$ cat src/rtl/trans_pkg.sv
// rtl/trans_pkg.sv - shared types and constants for the transaction issue path
package trans_pkg;

    localparam int TXN_W           = 128;
    localparam int BIT_BLOCK_START = 9;

    // Transaction field slices
    localparam int SENDER_MSB   = 127;
    localparam int SENDER_LSB   = 80;
    localparam int RECEIVER_MSB = 79;
    localparam int RECEIVER_LSB = 32;
    localparam int AMOUNT_MSB   = 31;
    localparam int AMOUNT_LSB   = 10;

    typedef logic [TXN_W-1:0] txn_t;

    typedef enum logic {
        IDLE  = 1'b0,
        ISSUE = 1'b1
    } sched_state_e;

    // Overwrite the block-start marker of a transaction
    function automatic txn_t stamp_block_start(input txn_t txn, input logic block_start);
        txn_t r;
        r = txn;
        r[BIT_BLOCK_START] = block_start;
        return r;
    endfunction

endpackage

$ cat src/rtl/trans_issue_scheduler_rr_arbiter.sv
// rtl/trans_issue_scheduler_rr_arbiter.sv - combinational round-robin priority rotate
module rr_arbiter #(
    parameter int N = 4
) (
    input  logic [N-1:0]         req_i,
    input  logic [$clog2(N)-1:0] last_i,
    input  logic                 en_i,
    output logic [N-1:0]         grant_o,
    output logic [$clog2(N)-1:0] idx_o,
    output logic                 any_o
);

    localparam int IW = $clog2(N);

    int          k;
    logic [IW-1:0] kk;
    logic        found;

    // Search from the slot after the last winner, wrapping, and take the first pending one
    always_comb begin
        grant_o = '0;
        idx_o   = '0;
        found   = 1'b0;
        k       = 0;
        kk      = '0;
        if (en_i) begin
            for (int i = 1; i <= N; i++) begin
                k = int'(last_i) + i;
                if (k >= N) begin
                    k = k - N;
                end
                kk = k[IW-1:0];
                if (!found && req_i[kk]) begin
                    found       = 1'b1;
                    grant_o[kk] = 1'b1;
                    idx_o       = kk;
                end
            end
        end
    end

    assign any_o = en_i & (|req_i);

endmodule

$ cat src/rtl/trans_issue_scheduler.sv
// rtl/trans_issue_scheduler.sv - round-robin issue of requester transactions to the shared validator
module trans_issue_scheduler
    import trans_pkg::*;
#(
    parameter int N_REQ          = 4,
    parameter int TIMEOUT_CYCLES = 20000,
    parameter int CNT_W          = 32
) (
    input  logic                     clk,
    input  logic                     rst,
    input  logic [N_REQ-1:0]         req_vld_i,
    input  logic [N_REQ*TXN_W-1:0]   req_data_i,
    output logic [N_REQ-1:0]         req_rdy_o,
    output logic [TXN_W-1:0]         val_data_o,
    output logic                     val_vld_o,
    input  logic                     val_ack_i,
    input  logic                     val_ok_i,
    input  logic                     ledger_clr_i,
    output logic [$clog2(N_REQ)-1:0] grant_id_o,
    output logic                     busy_o,
    output logic                     timeout_o,
    output logic [CNT_W-1:0]         issued_cnt_o,
    output logic [CNT_W-1:0]         commit_cnt_o
);

    localparam int IDX_W  = $clog2(N_REQ);
    localparam int WDOG_W = $clog2(TIMEOUT_CYCLES + 1);
    localparam logic [WDOG_W-1:0] WDOG_MAX = WDOG_W'(TIMEOUT_CYCLES);
    localparam logic [CNT_W-1:0]  CNT_MAX  = '1;
    localparam logic [IDX_W-1:0]  RR_INIT  = IDX_W'(N_REQ - 1);

    sched_state_e      state_q, state_d;
    txn_t              txn_q, txn_d;
    logic [IDX_W-1:0]  rr_last_q, rr_last_d;
    logic [IDX_W-1:0]  grant_id_q, grant_id_d;
    logic [WDOG_W-1:0] wdog_q, wdog_d;
    logic              clr_pending_q, clr_pending_d;
    logic              timeout_q, timeout_d;
    logic [CNT_W-1:0]  issued_q, issued_d;
    logic [CNT_W-1:0]  commit_q, commit_d;

    logic [N_REQ-1:0]  arb_grant;
    logic [IDX_W-1:0]  arb_idx;
    logic              arb_any;

    rr_arbiter #(
        .N(N_REQ)
    ) u_arb (
        .req_i   (req_vld_i),
        .last_i  (rr_last_q),
        .en_i    (state_q == IDLE),
        .grant_o (arb_grant),
        .idx_o   (arb_idx),
        .any_o   (arb_any)
    );

    // Next-state: capture on grant, hold until ack, watchdog, counters and ledger clear
    always_comb begin
        state_d       = state_q;
        txn_d         = txn_q;
        rr_last_d     = rr_last_q;
        grant_id_d    = grant_id_q;
        wdog_d        = wdog_q;
        clr_pending_d = clr_pending_q;
        timeout_d     = timeout_q;
        issued_d      = issued_q;
        commit_d      = commit_q;

        case (state_q)
            IDLE: begin
                if (arb_any) begin
                    txn_d      = stamp_block_start(req_data_i[arb_idx*TXN_W +: TXN_W], clr_pending_q);
                    rr_last_d  = arb_idx;
                    grant_id_d = arb_idx;
                    wdog_d     = '0;
                    state_d    = ISSUE;
                end
            end
            ISSUE: begin
                if (wdog_q != WDOG_MAX) begin
                    wdog_d = wdog_q + 1'b1;
                end
                if (val_ack_i) begin
                    state_d = IDLE;
                    if (issued_q != CNT_MAX) begin
                        issued_d = issued_q + 1'b1;
                    end
                    if (txn_q[BIT_BLOCK_START]) begin
                        clr_pending_d = 1'b0;
                    end
                end else if (wdog_d == WDOG_MAX) begin
                    timeout_d = 1'b1;
                end
            end
            default: begin
                state_d = IDLE;
            end
        endcase

        if (val_ok_i && (commit_q != CNT_MAX)) begin
            commit_d = commit_q + 1'b1;
        end

        // A clear overrides any same-cycle increment, stamp consumption or timeout
        if (ledger_clr_i) begin
            clr_pending_d = 1'b1;
            issued_d      = '0;
            commit_d      = '0;
            timeout_d     = 1'b0;
        end
    end

    // State register with asynchronous reset
    always_ff @(posedge clk or posedge rst) begin
        if (rst) begin
            state_q       <= IDLE;
            txn_q         <= '0;
            rr_last_q     <= RR_INIT;
            grant_id_q    <= '0;
            wdog_q        <= '0;
            clr_pending_q <= 1'b1;
            timeout_q     <= 1'b0;
            issued_q      <= '0;
            commit_q      <= '0;
        end else begin
            state_q       <= state_d;
            txn_q         <= txn_d;
            rr_last_q     <= rr_last_d;
            grant_id_q    <= grant_id_d;
            wdog_q        <= wdog_d;
            clr_pending_q <= clr_pending_d;
            timeout_q     <= timeout_d;
            issued_q      <= issued_d;
            commit_q      <= commit_d;
        end
    end

    assign req_rdy_o    = arb_grant;
    assign val_vld_o    = (state_q == ISSUE);
    assign busy_o       = (state_q == ISSUE);
    assign val_data_o   = txn_q;
    assign grant_id_o   = grant_id_q;
    assign timeout_o    = timeout_q;
    assign issued_cnt_o = issued_q;
    assign commit_cnt_o = commit_q;

endmodule

$ cat config.mk
export PLATFORM = sky130hd
export DESIGN_NAME = trans_issue_scheduler
export DESIGN_NICKNAME = d
export VERILOG_FILES = /design/src/rtl/trans_pkg.sv /design/src/rtl/trans_issue_scheduler_rr_arbiter.sv /design/src/rtl/trans_issue_scheduler.sv
export SDC_FILE = /design/constraint.sdc
export NUM_CORES = 1
export LEC_CHECK = 0
export ABC_AREA = 1
export ABC_CLOCK_PERIOD_IN_PS = 19300
export BUFFER_PORTS_ARGS = -buffer_cell sky130_fd_sc_hd__buf_2
export CAP_MARGIN = 20
export CORE_AREA = 2 2 279 281
export CTS_CLUSTER_DIAMETER = 40
export DETAILED_ROUTE_END_ITERATION = 16
export DIE_AREA = 0 0 281 283
export PLACE_DENSITY = 0.43
export SLEW_MARGIN = 10
export SYNTH_ARGS = -nofsm -noshare
export SYNTH_HDL_FRONTEND = slang
export SYNTH_SLANG_ARGS = --single-unit
$ cat constraint.sdc
create_clock -name clk -period 19.3 [get_ports clk]
set_input_delay 1.93 -clock clk [delete_from_list [all_inputs] [get_ports clk]]
set_output_delay 1.93 -clock clk [all_outputs]
set_load 0.03 [all_outputs]
# Word-level counts from Yosys, hierarchy flattened

Cells that the tools add are included.

$add $sub $neg: 11
Mux-type cells: 64
Divide/modulo/power cells: 0
Shift-type cells: 1
Reductions and logical operators: 22
Bitwise operators: 5
Equal/unequal tests: 6
Magnitude comparators: 12
$mul: 0

Operators with widths:

| kind                    | count |
|---|---|
| $shiftx A512 B10 Y128   | 1 |
| $mux W32                | 6 |
| $add A32 B1 Y32 const B | 2 |
| $ne A32 B32 Y1 const B  | 2 |
| $mux W15                | 3 |
| $mux W4                 | 8 |
| $pmux W15 S2            | 1 |
| $mux W2                 | 13 |
| $mux W1                 | 24 |
| $add A15 B1 Y15 const B | 1 |
| $eq A15 B15 Y1 const B  | 1 |
| $ne A15 B15 Y1 const B  | 1 |
| $lt A2 B3 Y1 const B    | 4 |
| $or A4 B4 Y4            | 3 |
| $reduce_bool A2 Y1      | 6 |
| $ge A3 B3 Y1 const B    | 3 |
| $reduce_and A3 Y1       | 3 |
| $bmux W1 S2             | 4 |
| $demux W1 S2            | 4 |
| $ge A2 B1 Y1 const B    | 4 |
| $logic_and A1 B1 Y1     | 8 |
| $sub A2 B1 Y2 const B   | 4 |
| $add A2 B2 Y3 const B   | 2 |
| $add A2 B3 Y4 const B   | 1 |
| 10 further kinds        | 12 |

Input bits: 521
Memories kept: 0
Bits in latches: 0
Memory bits (writable): 0
Register bits: 214
ROM bits: 0
Logic and storage cells: 130

# Logic depth before layout (Yosys ltp)

Gate-level depths: netlist (run 1).

Word-level depth: 21
Gate-level depth with buffers: 16
Mapped depth without buffers: 14

# Cells and area by module

A second synthesis (run 1) with hierarchy kept.

Cells, all modules: 2,162
Area total of the unflattened synthesis: 14,173.6 um^2

By module, submodules not included:

| module                | area each (um^2) | times used | cells an instance |
|---|---|---|---|
| trans_issue_scheduler | 13,636.8         | 1          | 2,069 |
| rr_arbiter            | 536.8            | 1          | 93 |

# Worst setup path before layout (run 1)

No wires, ideal clock.

Path kind: in2out
Start: in req_vld_i[2]
End: out req_rdy_o[0]
Data required time: 17.370 ns
Setup slack: 14.458 ns
Arrival: 2.912 ns
Path buffers: 0
Cell stages on the path: 11
Cell sequence: inv_1 > nand2_1 > nand3_2 > nand2_2 > inv_2 > nand3_1 > inv_1 > a21oi_1 > o21ai_0 > nand2_1 > inv_1

Longest elaborated chain between the ends: 16

Ends and longest elaborated chain:

| element                       | line                                   | RTL |
|---|---|---|
| start: declaration            | trans_issue_scheduler.sv:11            | `input logic [N_REQ-1:0] req_vld_i,` |
| $bmux W1 S2                   | trans_issue_scheduler_rr_arbiter.sv:33 | `if (!found && req_i[kk]) begin` |
| $mux W1 (not written as such) | trans_issue_scheduler_rr_arbiter.sv:33 |  |
| $mux W1                       | trans_issue_scheduler_rr_arbiter.sv:33 |  |
| $mux W1                       | trans_issue_scheduler_rr_arbiter.sv:26 | `if (en_i) begin` |
| $logic_not A1 Y1              | trans_issue_scheduler_rr_arbiter.sv:33 |  |
| $logic_and A1 B1 Y1           | trans_issue_scheduler_rr_arbiter.sv:33 |  |
| $mux W1                       | trans_issue_scheduler_rr_arbiter.sv:33 |  |
| $mux W1                       | trans_issue_scheduler_rr_arbiter.sv:26 |  |
| $logic_not A1 Y1              | trans_issue_scheduler_rr_arbiter.sv:33 |  |
| $logic_and A1 B1 Y1           | trans_issue_scheduler_rr_arbiter.sv:33 |  |
| $mux W1                       | trans_issue_scheduler_rr_arbiter.sv:33 |  |
| $mux W1                       | trans_issue_scheduler_rr_arbiter.sv:26 |  |
| $logic_not A1 Y1              | trans_issue_scheduler_rr_arbiter.sv:33 |  |
| $logic_and A1 B1 Y1           | trans_issue_scheduler_rr_arbiter.sv:33 |  |
| $mux W4 *                     | trans_issue_scheduler_rr_arbiter.sv:33 |  |
| $mux W4 *                     | trans_issue_scheduler_rr_arbiter.sv:26 |  |
| end: declaration              | trans_issue_scheduler.sv:13            | `output logic [N_REQ-1:0] req_rdy_o,` |

Mark *: on every way between the ends. The rest lies on a longest branch, timed or not. The select of a mux whose other input is x is not followed.

# Worst setup path in the final report (run 1)

Start: in req_vld_i[0]
End: reg txn_q[114], in the netlist val_data_o[114]

Longest elaborated chain between the ends: 17

Ends and longest elaborated chain:

| element                       | line                                   | RTL |
|---|---|---|
| $bmux W1 S2                   | trans_issue_scheduler_rr_arbiter.sv:33 |  |
| $mux W1 (not written as such) | trans_issue_scheduler_rr_arbiter.sv:33 |  |
| $mux W1                       | trans_issue_scheduler_rr_arbiter.sv:33 |  |
| $mux W1                       | trans_issue_scheduler_rr_arbiter.sv:26 |  |
| $logic_not A1 Y1              | trans_issue_scheduler_rr_arbiter.sv:33 |  |
| $logic_and A1 B1 Y1           | trans_issue_scheduler_rr_arbiter.sv:33 |  |
| $mux W1                       | trans_issue_scheduler_rr_arbiter.sv:33 |  |
| $mux W1                       | trans_issue_scheduler_rr_arbiter.sv:26 |  |
| $logic_not A1 Y1              | trans_issue_scheduler_rr_arbiter.sv:33 |  |
| $logic_and A1 B1 Y1           | trans_issue_scheduler_rr_arbiter.sv:33 |  |
| $mux W1                       | trans_issue_scheduler_rr_arbiter.sv:33 |  |
| $mux W1                       | trans_issue_scheduler_rr_arbiter.sv:26 |  |
| $logic_not A1 Y1              | trans_issue_scheduler_rr_arbiter.sv:33 |  |
| $logic_and A1 B1 Y1           | trans_issue_scheduler_rr_arbiter.sv:33 |  |
| $mux W2                       | trans_issue_scheduler_rr_arbiter.sv:33 |  |
| $mux W2                       | trans_issue_scheduler_rr_arbiter.sv:26 |  |
| $shiftx A512 B10 Y128         | trans_issue_scheduler.sv:72            | `txn_d = stamp_block_start(req_data_i[arb_idx*TXN_W +: TXN_W], clr_pending_q);` |
| end signal: assignment        | trans_issue_scheduler.sv:127           | `txn_q <= txn_d;` |
| end: declaration              | trans_issue_scheduler.sv:33            | `txn_t txn_q, txn_d;` |

Several ways; a longest one is shown, not always the timed one. The select of a mux whose other input is x is not followed.
A chain may end at the register's enable or synchronous reset.

==> flow_summary.yaml, run 1 <==
clock_tree:
  clockBufferDepth: 3
  htree_levels: 2
  clkTransAtPathRegs_ns: 0.05
  cts_tree: "yes"
  cts_setup_buffers: 0
  clk_latency_ns: 0.61
  root_buffer: "clkbuf_16"
  postCtsHoldBufs: 0
  numClockSinks: 214
  cts_resized: 0
  cts_buffers: 56
sta:
  finalHoldViolCount: 0
  maxSlewViolCount: 0
  max_freq_mhz: 183
  slew_headroom_pct: 28.7
  finalCritPeriodShare_pct: 28.3
  final.min_clock_period_ns: 5.47
  timing.setup.tns_ns: 0
  rsz0062_at_grt: "no"
  timing.clock.skew_ns: 0.0290
  tightest_slew_ns: 1.07
  setup_viol: 0
setup_path:
  crit_path_end_kind: "flip-flop"
  path_max_fanout: 66
  crit_type: "in2reg"
  cp-start-kind: "primary input"
  crit_arrival_ns: 5.93
  required_ns: 19.76
grt:
  first_global_vias: 18300
  overflow: 0
  grt_max_degree: 109
  grt_first_pass_wirelength_um: 123000
  antenna_found_initial: 28
  grt_usage_pct: 20.5
detailed_routing:
  top_layer_used: "met5"
  post_drt_wl_per_cell_um: 21.5
  first_pass_iters: 5
  route.met2.wl_um: 39400
  vias: 19200
  wl_met3_um: 7650
  via_per_inst: 4.81
  wl_met1_um: 35300
  drc: 0
  wl_um: 85800
  final_antenna_net_count: 0
  drtIter0Drc: 1436
power_and_ir_drop:
  p_per_area_nw_per_um2: 169
  p_leak_nw: 10.8
  ir_drop_uv: 97.0
  power.total_w: 0.00364
synthesis:
  ys_warn_count: 0
  syn_inst: 2279
  synthArstFlopShare_pct: 100
  synth-seq-cells: 214
  synthesis.area_um2: 15300
  synth.distinct_cells: 41
  synth_ff_type: "dfrtp_1"
  syn_nets: 2812
  ys_seq_area_share_pct: 35.1
  avgSynthCellArea_um2: 6.71
  synth_edf_count: 0
finish:
  drive_above_1_share_pct: 29.7
  nets: 3420
  synthToLayoutAreaGrowth_pct: 41.1
die:
  die_y_um: 283
  rows: 102
  die_area_um2: 79500
  core_um2: 76700
  io-pin-count: 722
  die_width_um: 281
  start_util_pct: 19.9
place:
  io_buffers: 717
  dpl.hpwl_um: 62800
  gp_congestion: 0.911
flow_run:
  drv_cap: 0
min_path:
  holdCritPathClass: "reg2reg"
run_status:
  status: "complete, no violations"
==> power breakdown <==
part / total [W] / internal (W) / switching (W)
registers: 0.000668 / 0.000590 / 0.0000783
logic: 0.00195 / 0.000457 / 0.00150
clock network: 0.00102 / 0.000693 / 0.000325
total: 0.00364 / 0.00174 / 0.00190
==> through the flow <==
step | setup WS (ns) | instance area, um2 | util (%) | instances | hold slack (ns)
after floorplan | 11.52 | 15300 | - | 2279 | 0.454
after global placement | 13.19 | 19500 | 25.4 | 3869 | 0.460
after detailed placement | 13.22 | 19500 | 25.4 | 3869 | 0.459
after CTS | 13.84 | 21500 | 28.1 | 3973 | 0.474
after global routing | 13.51 | 21600 | 28.1 | 3984 | 0.484
final | 13.83 | 21600 | 28.1 | 3986 | 0.469
==> final timing paths <==
path                                 from         endpoint  slack [ns]  cells past startpoint
min                        val_data_o[16]   val_data_o[16]        0.47                      2
max                          req_vld_i[0]  val_data_o[114]       13.83                     15
max in group asynchronous             rst       wdog_q[11]       16.36                      3
min reg2reg                val_data_o[16]   val_data_o[16]        0.47                      2
min in group asynchronous             rst  commit_cnt_o[4]        1.50                      2
max reg2reg                  rr_last_q[0]  val_data_o[114]       14.11                     15
==> layout make-up <==
type,instances,area [um2]
diodes,13,32.5
clock buffers,62,1450
clock inverters,42,597
fillers,8696,55100
inverters,116,453
multi-input cells,1759,8620
flip-flops and latches,214,5360
well taps,1040,1300
repair buffers,740,3760
==> flip-flops by register name (all words and copies together) (netlist names) <==
register,count
commit_cnt_o,32
timeout_o,1
rr_last_q,2
clr_pending_q,1
wdog_q,15
val_data_o,128
grant_id_o,2
busy_o,1
issued_cnt_o,32
==> layer usage <==
layer  track usage (%)  up-vias
met5                 0        -
met3              6.31      149
met1              25.4     9119
met4              7.82       22
li1                  -     9115
met2              33.1      757
==> Yosys cell counts, types with 2 or more instances <==
library cell	count	share of area, %
inv_1	111	2.7
nor4_1	3	0.12
nand3_2	3	0.20
inv_2	2	0.049
nor3b_1	3	0.15
or2_2	5	0.20
clkbuf_1	67	1.6
xor2_1	29	1.7
buf_1	11	0.27
nand3_1	443	15
nand3b_1	2	0.098
dfstp_2	3	0.52
nand2_2	5	0.20
a21oi_1	12	0.39
nand2_1	720	18
buf_2	86	2.8
o21ai_0	56	1.8
ha_1	12	0.98
a22oi_1	2	0.098
dfrtp_1	211	35
o22ai_1	11	0.45
xnor2_1	4	0.23
nor3_1	44	1.4
clkinv_1	3	0.074
o31ai_1	23	1.1
buf_6	2	0.15
nand4_1	294	12
nor2_1	76	1.9
buf_4	24	1.2
==> critical path, cell delays in order <==
cell,delay [ns]
buf_2,0.11
inv_1,0.07
nand2_1,0.10
nand3_2,0.11
nand2_2,0.10
inv_2,0.14
nand4_4,0.18
nand2_4,0.58
nand3_4,0.74
buf_4,0.55
buf_4,0.47
nand2_1,0.13
nand3_1,0.21
nand3_1,0.29
nand2_1,0.08
==> logic make-up after synthesis <==
group	synth area share (%)
compound gates	4.36
buf+inv	8.90
xor+xnor	1.89
fa+ha+maj	0.982
flops	35.1
simple gates	48.8
==> cell usage in the layout, fill, tap and decap left out, types with 2 or more instances in the layout <==
cell        netlist  routed
nor3b_1           3       3
o21ai_0          56      56
a22oi_1           2       2
o22ai_1          11      11
xnor2_1           4       4
clkinv_1          3       2
clkbuf_8          0       3
inv_2             2       2
inv_1           111     109
xor2_1           29      29
inv_16            0       2
clkbuf_1         67       3
nor2_1           76      76
ha_1             12      12
a21oi_1          12      12
dfrtp_1         211     211
nand4_1         294     294
nor3_1           44      44
nor4_1            3       3
bufinv_16         0      11
nand3_2           3       3
nand2_1         720     717
clkinv_4          0       7
nand3b_1          2       2
nand3_1         443     441
nand3_4           0       2
inv_8             0       2
or2_2             5       5
clkinvlp_4        0      12
diode_2           0      13
nand2_2           5       5
o31ai_1          23      23
buf_4            24      23
clkbuf_16         0      56
dfstp_2           3       3
nand2_4           1       4
clkinv_2          0       9
buf_2            86     717
Note: power is estimated with default switching activity, not from simulation.
==> inputs of run 2 (changes only) <==
ABC_AREA = 0   (was 1)
ABC_CLOCK_PERIOD_IN_PS = 5150   (was 19300)
CORE_AREA = 2 2 280 282   (was 2 2 279 281)
DIE_AREA = 0 0 282 284   (was 0 0 281 283)
PLACE_DENSITY = 0.41   (was 0.43)
clock period = 5.15 ns   (was 19.3 ns; I/O delays follow)
==> run 2 against run 1 <==
Compared with the run above: combinational power grew to 2.9 times the previous value; cell count is 15% lower; non-clock buffer count grew 9; utilization decreased by 1.0 points; synthesized cell count decreased by 27%; clock power increased to 4.0 times the previous value; sequential cell count stayed put; die area is 0.71% higher; sequential power rose to 4.0 times the previous value; synthesized area fell by 8.6%; critical path type is now reg2reg; largest cell class unchanged.
==> flow_summary.yaml, run 2 <==
sta:
  finalCritPeriodShare_pct: 77.5
  hold-worst-slack_ns: 0.168
  tightest_slew_ns: 0.933
  slew_headroom_pct: 37.3
  timing.setup.tns_ns: 0
  timing.clock.skew_ns: 0.0321
  final.min_clock_period_ns: 3.99
  finalHoldViolCount: 0
  maxSlewViolCount: 0
  max_freq_mhz: 251
  rsz0062_at_grt: "no"
  setup_viol: 0
setup_path:
  worstSetupStartpoint: "rr_last_q[1]"
  r2r_start: "rr_last_q[1]"
  crit_arrival_ns: 4.41
  path_max_fanout: 94
  required_ns: 5.57
  crit_path_end_kind: "flip-flop"
  crit_type: "reg2reg"
  cp-start-kind: "flip-flop"
grt:
  grt_max_degree: 110
  overflow: 0
  grt_first_pass_wirelength_um: 113000
  antenna_found_initial: 13
  first_global_vias: 16700
  grt_usage_pct: 18.7
detailed_routing:
  drtIter0Drc: 1104
  wl_um: 78300
  post_drt_wl_per_cell_um: 23.2
  final_antenna_net_count: 0
  vias: 16800
  drc: 0
  first_pass_iters: 5
  via_per_inst: 4.98
synthesis:
  synth_top_cell_area_share_pct: 37.8
  synth_ff_type: "dfrtp_1"
  syn_inst: 1654
  synth_edf_count: 0
  yosysTopAreaCell: "dfrtp_1"
  synth.distinct_cells: 65
  syn_nets: 2187
  ys_warn_count: 0
  avgSynthCellArea_um2: 8.45
  synth_common_cells: "dfrtp_1 (211), o21ai_0 (171), nor2_1 (159), clkbuf_1 (144), a211oi_1 (131)"
  synthArstFlopShare_pct: 100
  synthTopCellsByArea: "dfrtp_1 (38%), a221oi_1 (8.0%), a211oi_1 (7.0%)"
  ys_seq_area_share_pct: 38.4
  yosysMostFrequentCell: "dfrtp_1"
  synth-seq-cells: 214
  synthesis.area_um2: 14000
place:
  gp_congestion: 0.986
  io_buffers: 717
  placed_cells: 3264
  postPlaceCellArea_um2: 18600
  dpl.hpwl_um: 56800
clock_tree:
  cts_buffers: 57
  clk_latency_ns: 0.61
  cts_tree: "yes"
  root_buffer: "clkbuf_16"
  htree_levels: 2
  clockBufferDepth: 3
  clkTransAtPathRegs_ns: 0.05
  numClockSinks: 214
  cts_resized: 0
  cts_setup_buffers: 0
finish:
  final_cell_mix: "buf_2 (717), dfrtp_1 (210), o21ai_0 (171)"
  fin_area_um2: 20900
  drive_above_1_share_pct: 38.0
  layout_commonest_cell: "buf_2"
  final_cells: 3379
  largest_reg_flops: 128
  nFillCells: 8480
  nets: 2817
  synthToLayoutAreaGrowth_pct: 49.3
  utilization_pct: 27.1
power_and_ir_drop:
  ir_drop_uv: 278
  switching_share_pct: 45.7
  intPower_w: 0.00670
  p_seq_share_pct: 21.6
  switchingPower_w: 0.00564
  clkPwrFrac_pct: 33.3
  combPwrFrac_pct: 45.1
  p_per_area_nw_per_um2: 592
  p_leak_nw: 9.01
min_path:
  hp-start: "req_data_i[5]"
  holdCritPathClass: "in2reg"
flow_run:
  drv_cap: 0
die:
  io-pin-count: 722
  core_um2: 77000
  die_y_um: 284
  die_width_um: 282
  rows: 102
  start_util_pct: 18.2
  die_area_um2: 80100
run_status:
  status: "complete, no violations"
[run 2: stage by stage]
step | power (W) | worst slack [ns]
after floorplan | 0.00596 | 1.85
after global placement | 0.00828 | 1.25
after detailed placement | 0.00833 | 1.20
after CTS | 0.0125 | 1.16
after global routing | 0.0130 | 0.973
final | 0.0123 | 1.16
[run 2: critical path, cell delays in order (launching register included)]
cell       delay, ns
dfstp_2         0.73
inv_1           0.20
ha_1            0.48
mux2_2          0.39
a211o_1         0.38
o2bb2ai_4       0.36
buf_12          0.32
a221oi_1        0.77
a211oi_1        0.09
[run 2: path summary, 6_finish.rpt]
path	end	slack (ns)	depth (start not counted)
min in group asynchronous	val_data_o[59]	0.56	3
max in group asynchronous	busy_o	3.46	4
max	val_data_o[93]	1.16	8
max reg2reg	val_data_o[93]	1.16	8
min	val_data_o[5]	0.17	3
min reg2reg	grant_id_o[1]	0.47	2
[run 2: power groups by stage]
stage	combinational (W)	clock (W)	sequential, W
floorplan	0.00235	0	0.00361
global route	0.00595	0.00430	0.00274
global placement	0.00562	0	0.00266
finish	0.00557	0.00411	0.00266
detailed placement	0.00565	0	0.00268
CTS	0.00566	0.00420	0.00266
[run 2: cell type report]
cell class                 count  area [um2]  area share, %
clock buffer                  72        1570           7.54
timing repair buffer         749        3990           19.2
clock inverter                36         623           2.99
tap                         1040        1300           6.24
multi-input combinational   1240        7900           37.9
sequential                   214        5360           25.7
inverter                      22        88.8          0.426
antenna                        6        15.0         0.0720
[run 2: logic make-up (layout without fill, tap and decap cells)]
| kind of cell | after synthesis | after routing | share of synthesized area (%) |
|---|---|---|---|
| muxes | 21 | 21 | 1.76 |
| other | 0 | 6 | 0 |
| adders and majority gates | 12 | 12 | 1.07 |
| AOI/OAI and AO/OA | 673 | 673 | 32.1 |
| xor gates and xnor gates | 19 | 19 | 1.19 |
| DFF | 214 | 214 | 38.4 |
| and+or+nand+nor | 515 | 515 | 19.8 |
| buffers and inverters | 200 | 879 | 5.70 |
[run 2: repair_timing]
action | 4_1_cts | 5_1_grt
hold endpoints to repair | 17 | 0
hold buffers | 1 | 0
endpoints found under the setup margin | 0 | 0
[run 2: metal layers]
| layer | track usage (%) | wire, um | vias up |
|---|---|---|---|
| li1 | - | - | 7645 |
| met1 | 22.7 | 31200 | 8302 |
| met2 | 31.1 | 37900 | 710 |
| met3 | 5.58 | 6370 | 135 |
| met4 | 6.45 | 2690 | 20 |
| met5 | 0 | 134 | - |
